## src/rtl/anton_neopixel_stream_logic.sv

```systemverilog
// NeoPixel stream sequencer: walks pixel / channel / bit / pattern-slot
// indexes through frames of transmit slots followed by a low latch period.
//
// syncStart is a single-cycle request with no ready: it is accepted only
// when the sequencer is IDLE and regCtrlRun is high, and is dropped otherwise.

`ifndef BUFFER_END_DEFAULT
`define BUFFER_END_DEFAULT 255
`endif
`ifndef CLOG2
`define CLOG2(x) $clog2(x)
`endif
`ifndef ENUM_STATE_TRANSMIT
`define ENUM_STATE_TRANSMIT 1'b1
`endif
`ifndef ENUM_STATE_RESET
`define ENUM_STATE_RESET 1'b0
`endif

module anton_neopixel_stream_logic #(
    parameter int unsigned BUFFER_END   = `BUFFER_END_DEFAULT,
    parameter int unsigned RESET_CYCLES = 400,
    localparam int unsigned BUFFER_BITS = `CLOG2(BUFFER_END + 1)
) (
    input  logic                   clk6_4mhz,
    input  logic                   rstn,
    input  logic                   regCtrlInit,
    input  logic                   regCtrlRun,
    input  logic                   regCtrlLoop,
    input  logic                   regCtrl32bit,
    input  logic [BUFFER_BITS-1:0] regPixelsMax,
    input  logic                   syncStart,
    output logic                   state,
    output logic [BUFFER_BITS-1:0] pixelIndex,
    output logic [2:0]             pixelBitIndex,
    output logic [1:0]             channelIndex,
    output logic [2:0]             bitPatternIndex,
    output logic                   streamDone,
    output logic                   busy
);

    localparam int unsigned W  = BUFFER_BITS;
    localparam int unsigned DW = (RESET_CYCLES > 1) ? $clog2(RESET_CYCLES) : 1;
    localparam logic [W-1:0]  END_ADDR = W'(BUFFER_END);
    localparam logic [DW-1:0] DLY_LAST = DW'(RESET_CYCLES - 1);

    typedef enum logic [1:0] {
        S_IDLE = 2'd0,
        S_TX   = 2'd1,
        S_RST  = 2'd2
    } fsm_t;

    fsm_t          fsm_q, fsm_d;
    logic [W-1:0]  pix_q, pix_d;
    logic [2:0]    pbit_q, pbit_d;
    logic [1:0]    chan_q, chan_d;
    logic [2:0]    bpat_q, bpat_d;
    logic [DW-1:0] delay_q, delay_d;
    logic          done_q, done_d;
    logic          mode32_q, mode32_d;
    logic [W-1:0]  last_q, last_d;

    logic          last_slot;
    logic          last_pix;
    logic          dly_end;
    logic [W-1:0]  clamp_addr;
    logic [W-1:0]  pix_next;

    // Frame-level decodes shared by the next-state and datapath logic
    always_comb begin
        last_slot  = (chan_q == 2'd2) && (pbit_q == 3'd7) && (bpat_q == 3'd7);
        last_pix   = mode32_q ? (pix_q[W-1:2] == last_q[W-1:2]) : (pix_q == last_q);
        dly_end    = (delay_q == DLY_LAST);
        clamp_addr = (regPixelsMax > END_ADDR) ? END_ADDR : regPixelsMax;
        pix_next   = mode32_q ? ((pix_q + W'(4)) & ~W'(3)) : (pix_q + W'(1));
    end

    // State register
    always_ff @(posedge clk6_4mhz or negedge rstn) begin
        if (!rstn) fsm_q <= S_IDLE;
        else       fsm_q <= fsm_d;
    end

    // Next-state logic; Init overrides everything
    always_comb begin
        fsm_d = fsm_q;
        case (fsm_q)
            S_IDLE: if (syncStart && regCtrlRun) fsm_d = S_TX;
            S_TX: begin
                if (!regCtrlRun)            fsm_d = S_RST;
                else if (last_slot && last_pix) fsm_d = S_RST;
            end
            S_RST: if (dly_end) fsm_d = (regCtrlLoop && regCtrlRun) ? S_TX : S_IDLE;
            default: fsm_d = S_IDLE;
        endcase
        if (regCtrlInit) fsm_d = S_IDLE;
    end

    // Output/datapath next values: index stepping, latch counter, frame latches
    always_comb begin
        pix_d    = pix_q;
        pbit_d   = pbit_q;
        chan_d   = chan_q;
        bpat_d   = bpat_q;
        delay_d  = delay_q;
        mode32_d = mode32_q;
        last_d   = last_q;
        done_d   = 1'b0;
        if (regCtrlInit) begin
            pix_d   = '0;
            pbit_d  = '0;
            chan_d  = '0;
            bpat_d  = '0;
            delay_d = '0;
        end else begin
            case (fsm_q)
                S_IDLE: begin
                    pix_d   = '0;
                    pbit_d  = '0;
                    chan_d  = '0;
                    bpat_d  = '0;
                    delay_d = '0;
                    if (fsm_d == S_TX) begin
                        mode32_d = regCtrl32bit;
                        last_d   = clamp_addr;
                    end
                end
                S_TX: begin
                    if (fsm_d == S_RST) begin
                        pix_d   = '0;
                        pbit_d  = '0;
                        chan_d  = '0;
                        bpat_d  = '0;
                        delay_d = '0;
                    end else begin
                        bpat_d = bpat_q + 3'd1;
                        if (bpat_q == 3'd7) pbit_d = pbit_q + 3'd1;
                        if (bpat_q == 3'd7 && pbit_q == 3'd7)
                            chan_d = (chan_q == 2'd2) ? 2'd0 : chan_q + 2'd1;
                        if (last_slot) pix_d = pix_next;
                    end
                end
                S_RST: begin
                    pix_d  = '0;
                    pbit_d = '0;
                    chan_d = '0;
                    bpat_d = '0;
                    if (dly_end) begin
                        delay_d = '0;
                        if (fsm_d == S_TX) begin
                            mode32_d = regCtrl32bit;
                            last_d   = clamp_addr;
                        end
                    end else begin
                        delay_d = delay_q + DW'(1);
                    end
                end
                default: ;
            endcase
        end
        done_d = (fsm_d == S_RST) && (delay_d == DLY_LAST);
    end

    // Datapath registers
    always_ff @(posedge clk6_4mhz or negedge rstn) begin
        if (!rstn) begin
            pix_q    <= '0;
            pbit_q   <= '0;
            chan_q   <= '0;
            bpat_q   <= '0;
            delay_q  <= '0;
            done_q   <= 1'b0;
            mode32_q <= 1'b0;
            last_q   <= '0;
        end else begin
            pix_q    <= pix_d;
            pbit_q   <= pbit_d;
            chan_q   <= chan_d;
            bpat_q   <= bpat_d;
            delay_q  <= delay_d;
            done_q   <= done_d;
            mode32_q <= mode32_d;
            last_q   <= last_d;
        end
    end

    assign state           = (fsm_q == S_TX) ? `ENUM_STATE_TRANSMIT : `ENUM_STATE_RESET;
    assign busy            = (fsm_q != S_IDLE);
    assign pixelIndex      = pix_q;
    assign pixelBitIndex   = pbit_q;
    assign channelIndex    = chan_q;
    assign bitPatternIndex = bpat_q;
    assign streamDone      = done_q;

endmodule

```

## config.mk

```make
export PLATFORM = sky130hd
export DESIGN_NAME = anton_neopixel_stream_logic
export DESIGN_NICKNAME = d
export VERILOG_FILES = /design/src/rtl/anton_neopixel_stream_logic.sv
export SDC_FILE = /design/constraint.sdc
export NUM_CORES = 1
export LEC_CHECK = 0
export ABC_CLOCK_PERIOD_IN_PS = 2570
export CORE_ASPECT_RATIO = 0.75
export CORE_MARGIN = 5
export CORE_UTILIZATION = 39
export CTS_CLUSTER_DIAMETER = 200
export DETAILED_ROUTE_END_ITERATION = 6
export PLACE_DENSITY = 0.69
export SLEW_MARGIN = 10
export SYNTH_ARGS = -nofsm -noshare
export SYNTH_HDL_FRONTEND = slang
export SYNTH_SLANG_ARGS = --single-unit
```

## constraint.sdc

```tcl
create_clock -name clk6_4mhz -period 2.57 [get_ports clk6_4mhz]
set_input_delay 0.771 -clock clk6_4mhz [delete_from_list [all_inputs] [get_ports clk6_4mhz]]
set_output_delay 0.771 -clock clk6_4mhz [all_outputs]
set_load 0.01 [all_outputs]
```

==> flow_metrics.tcl <==
set metrics [dict create \
    stdcell_count 343 \
    num_io_pins 34 \
    cts_setup_buffers 0 \
    switching_share_pct 27.2 \
    powerDensity_nw_per_um2 458 \
    clkLatencyLatePin_ps 290 \
    antenna_found_initial 0 \
    p_sw_mw 0.337 \
    synth_ff_type "dfrtp_1" \
    hold_viol_final 0 \
    grt_remaining_overflow 0 \
    rsz0062_at_grt "false" \
    synth.avg_cell_area_um2 9.61 \
    drive_above_1_share_pct 16.0 \
    place_hpwl_um 3800 \
    drv_slew 0 \
    p_int_mw 0.903 \
    placedCellCount 335 \
    drtIter0Drc 115 \
    irDropWorstVdd_v 0.000351 \
    cts_root_buf "clkbuf_8" \
    wire_per_inst_um 15.0 \
    cp-end-kind "output pin" \
    grt_max_degree 38 \
    vias_per_cell 5.33 \
    max_freq_mhz 402 \
    maxCapViolCount 0 \
    outcome "finished clean" \
    synth-seq-cells 37 \
    htreeDepth 2 \
    synth_warnings 0 \
    hold_ws_ps 519 \
    cts_buffers 5 \
    grt_usage_pct 15.6 \
    port_buffers 33 \
    routabilityCongestion 0.896 \
    num_rows 23 \
    slew_headroom_pct 44.0 \
    leakagePower_nw 1.08 \
    ctsHoldBuffers 0 \
    initial_core_util_pct 40.3 \
    yosysTopAreaCell "dfrtp_1" \
    worstPathArrival_ps 1720 \
    min_path_type "flip-flop to flip-flop" \
    power_frac_clock_pct 32.6 \
    grt_pass1_vias 1823 \
    synth_area_um2 2140 \
    first_pass_iters 4 \
    path_clk_slew_ps 80 \
    synthArstFlopShare_pct 100 \
    cts_resized 0 \
    worstMarginPinSlew_ps 840 \
    power_frac_seq_pct 53.1 \
    drc_errors 0 \
    dieWidth_um 95.6 \
    netlist_top_cells_area "dfrtp_1, mux2_2, a21oi_1, nand2_1, ha_1" \
    syn_inst 223 \
    pwr-share-comb_pct 14.3 \
    synth-edff-count 0 \
    grt_pass1_wl_um 8750 \
    synthDistinctLibCells 43 \
    fill_cells 482 \
    synth_nets 245 \
    die_height_um 74.2 \
    finalSetupViolCount 0 \
    fin_nets 289 \
    finalCritPeriodShare_pct 96.9 \
    cts_max_path_buffers 2 \
    routed_wl_um 5130 \
    clock_sinks 37 \
    num_vias 1829 \
    cts_tree "yes" \
    worstSetupPathType "flip-flop to output pin" \
    syn_to_final_growth_pct 26.2 \
    core_um2 5320 \
    start_kind "flip-flop" \
    min_period_ps 2490 \
    tns_ps 0 \
    dieArea_um2 7090 \
    seq_area_frac_synth_pct 43.2 \
    synth_top_cell_area_share_pct 43.2 \
    fin_skew_ps 8.19 \
    n_antenna_cell 0 \
    ant_nets 0 \
    cp_max_fo 8 \
    required_ps 1800 \
]
==> cells in the final DEF, fill, tap and decap left out, types with 2 or more instances in the layout <==
cell type	Yosys	routed
clkbuf_8	0	5
nor2b_1	3	3
mux2_2	10	10
or2_2	3	3
nand2_1	25	25
o41ai_1	2	2
nand3b_1	4	4
and3_1	4	4
nand4_1	4	4
o32ai_1	2	2
xnor2_1	7	7
o31ai_1	5	5
xor2_1	6	6
dfrtp_1	37	37
ha_1	7	7
or3_1	2	2
o21ai_0	12	12
nand3_1	9	9
clkinv_2	0	2
buf_4	0	12
nor2_1	18	18
nor3_1	4	4
a21oi_1	20	20
a21o_1	3	3
nand2b_1	7	7
a31oi_1	3	3
clkdlybuf4s50_1	0	32
==> synthesized netlist by cell type (4+ instances only) <==
cell / instances
nand3_1: 9
nor3_1: 4
nand3b_1: 4
o21ai_0: 12
nand4_1: 4
dfrtp_1: 37
nor2_1: 18
ha_1: 7
xor2_1: 6
o31ai_1: 5
xnor2_1: 7
nand2b_1: 7
and3_1: 4
mux2_2: 10
nand2_1: 25
clkbuf_1: 5
a21oi_1: 20
==> kinds of logic (layout without fill, tap and decap cells) <==
| family | after synthesis | in the layout | share of synthesized area [%] |
|---|---|---|---|
| and+or+nand+nor | 92 | 92 | 24.0 |
| AOI/OAI and AO/OA | 54 | 54 | 15.9 |
| DFF | 37 | 37 | 43.2 |
| xor gates and xnor gates | 13 | 13 | 5.31 |
| muxes | 11 | 11 | 5.72 |
| buffers and inverters | 9 | 54 | 1.75 |
| adders and majority gates | 7 | 7 | 4.09 |
==> worst max-delay path, cell delays in order (launching register included) <==
cell and delay, ps:
dfrtp_1 470, nor2b_1 350, clkdlybuf4s50_1 610
==> registers in the layout (all words and copies together), names as in the netlist <==
| register | cells |
|---|---|
| last_q | 8 |
| streamDone | 1 |
| pixelIndex | 8 |
| bitPatternIndex | 3 |
| channelIndex | 2 |
| mode32_q | 1 |
| fsm_q | 2 |
| delay_q | 9 |
| pixelBitIndex | 3 |
==> through the flow <==
stage	util [%]	cell area (um^2)	power, mW	setup slack (ps)
finish	50.8	2710	1.24	80.6
global route	50.8	2710	1.30	4.41
CTS	50.8	2710	1.25	90.0
detailed placement	49.2	2620	0.849	-2.26
global placement	49.2	2620	0.844	74.8
floorplan	-	2140	0.774	336
==> power groups by stage <==
stage,logic (mW),registers [mW],clock network (mW)
after floorplan,0.121,0.653,0
after global placement,0.176,0.669,0
after detailed placement,0.180,0.670,0
after CTS,0.180,0.658,0.414
after global routing,0.198,0.663,0.442
final,0.178,0.658,0.404
==> layer usage <==
layer | wire length [um] | GRT usage, %
met2 | 2210 | 23.5
met1 | 2610 | 22.7
met4 | 8 | 2.68
met5 | 0 | 0
met3 | 306 | 4.25
==> final cells by class <==
cell class | instances | area, um^2 | area share (%)
Timing Repair Buffer | 45 | 415 | 15.4
Inverter | 1 | 3.75 | 0.139
Clock buffer | 5 | 68.8 | 2.54
Multi-Input combinational cell | 177 | 1180 | 43.6
Tap cell | 75 | 93.8 | 3.47
Sequential cell | 37 | 926 | 34.2
Clock inverter | 3 | 17.5 | 0.648
==> path summary, 6_finish.rpt <==
check,start,endpoint,slack (ps),cells after the start
setup / recovery,fsm_q[0],state,80,2
hold / removal,delay_q[8],delay_q[8],520,1
setup reg to reg,bitPatternIndex[0],streamDone,230,8
hold reg to reg,delay_q[8],delay_q[8],520,1
max in group asynchronous,rstn,streamDone,1450,1
min in group asynchronous,rstn,last_q[6],580,1
No activity file was read; power rests on OpenSTA's default activity.
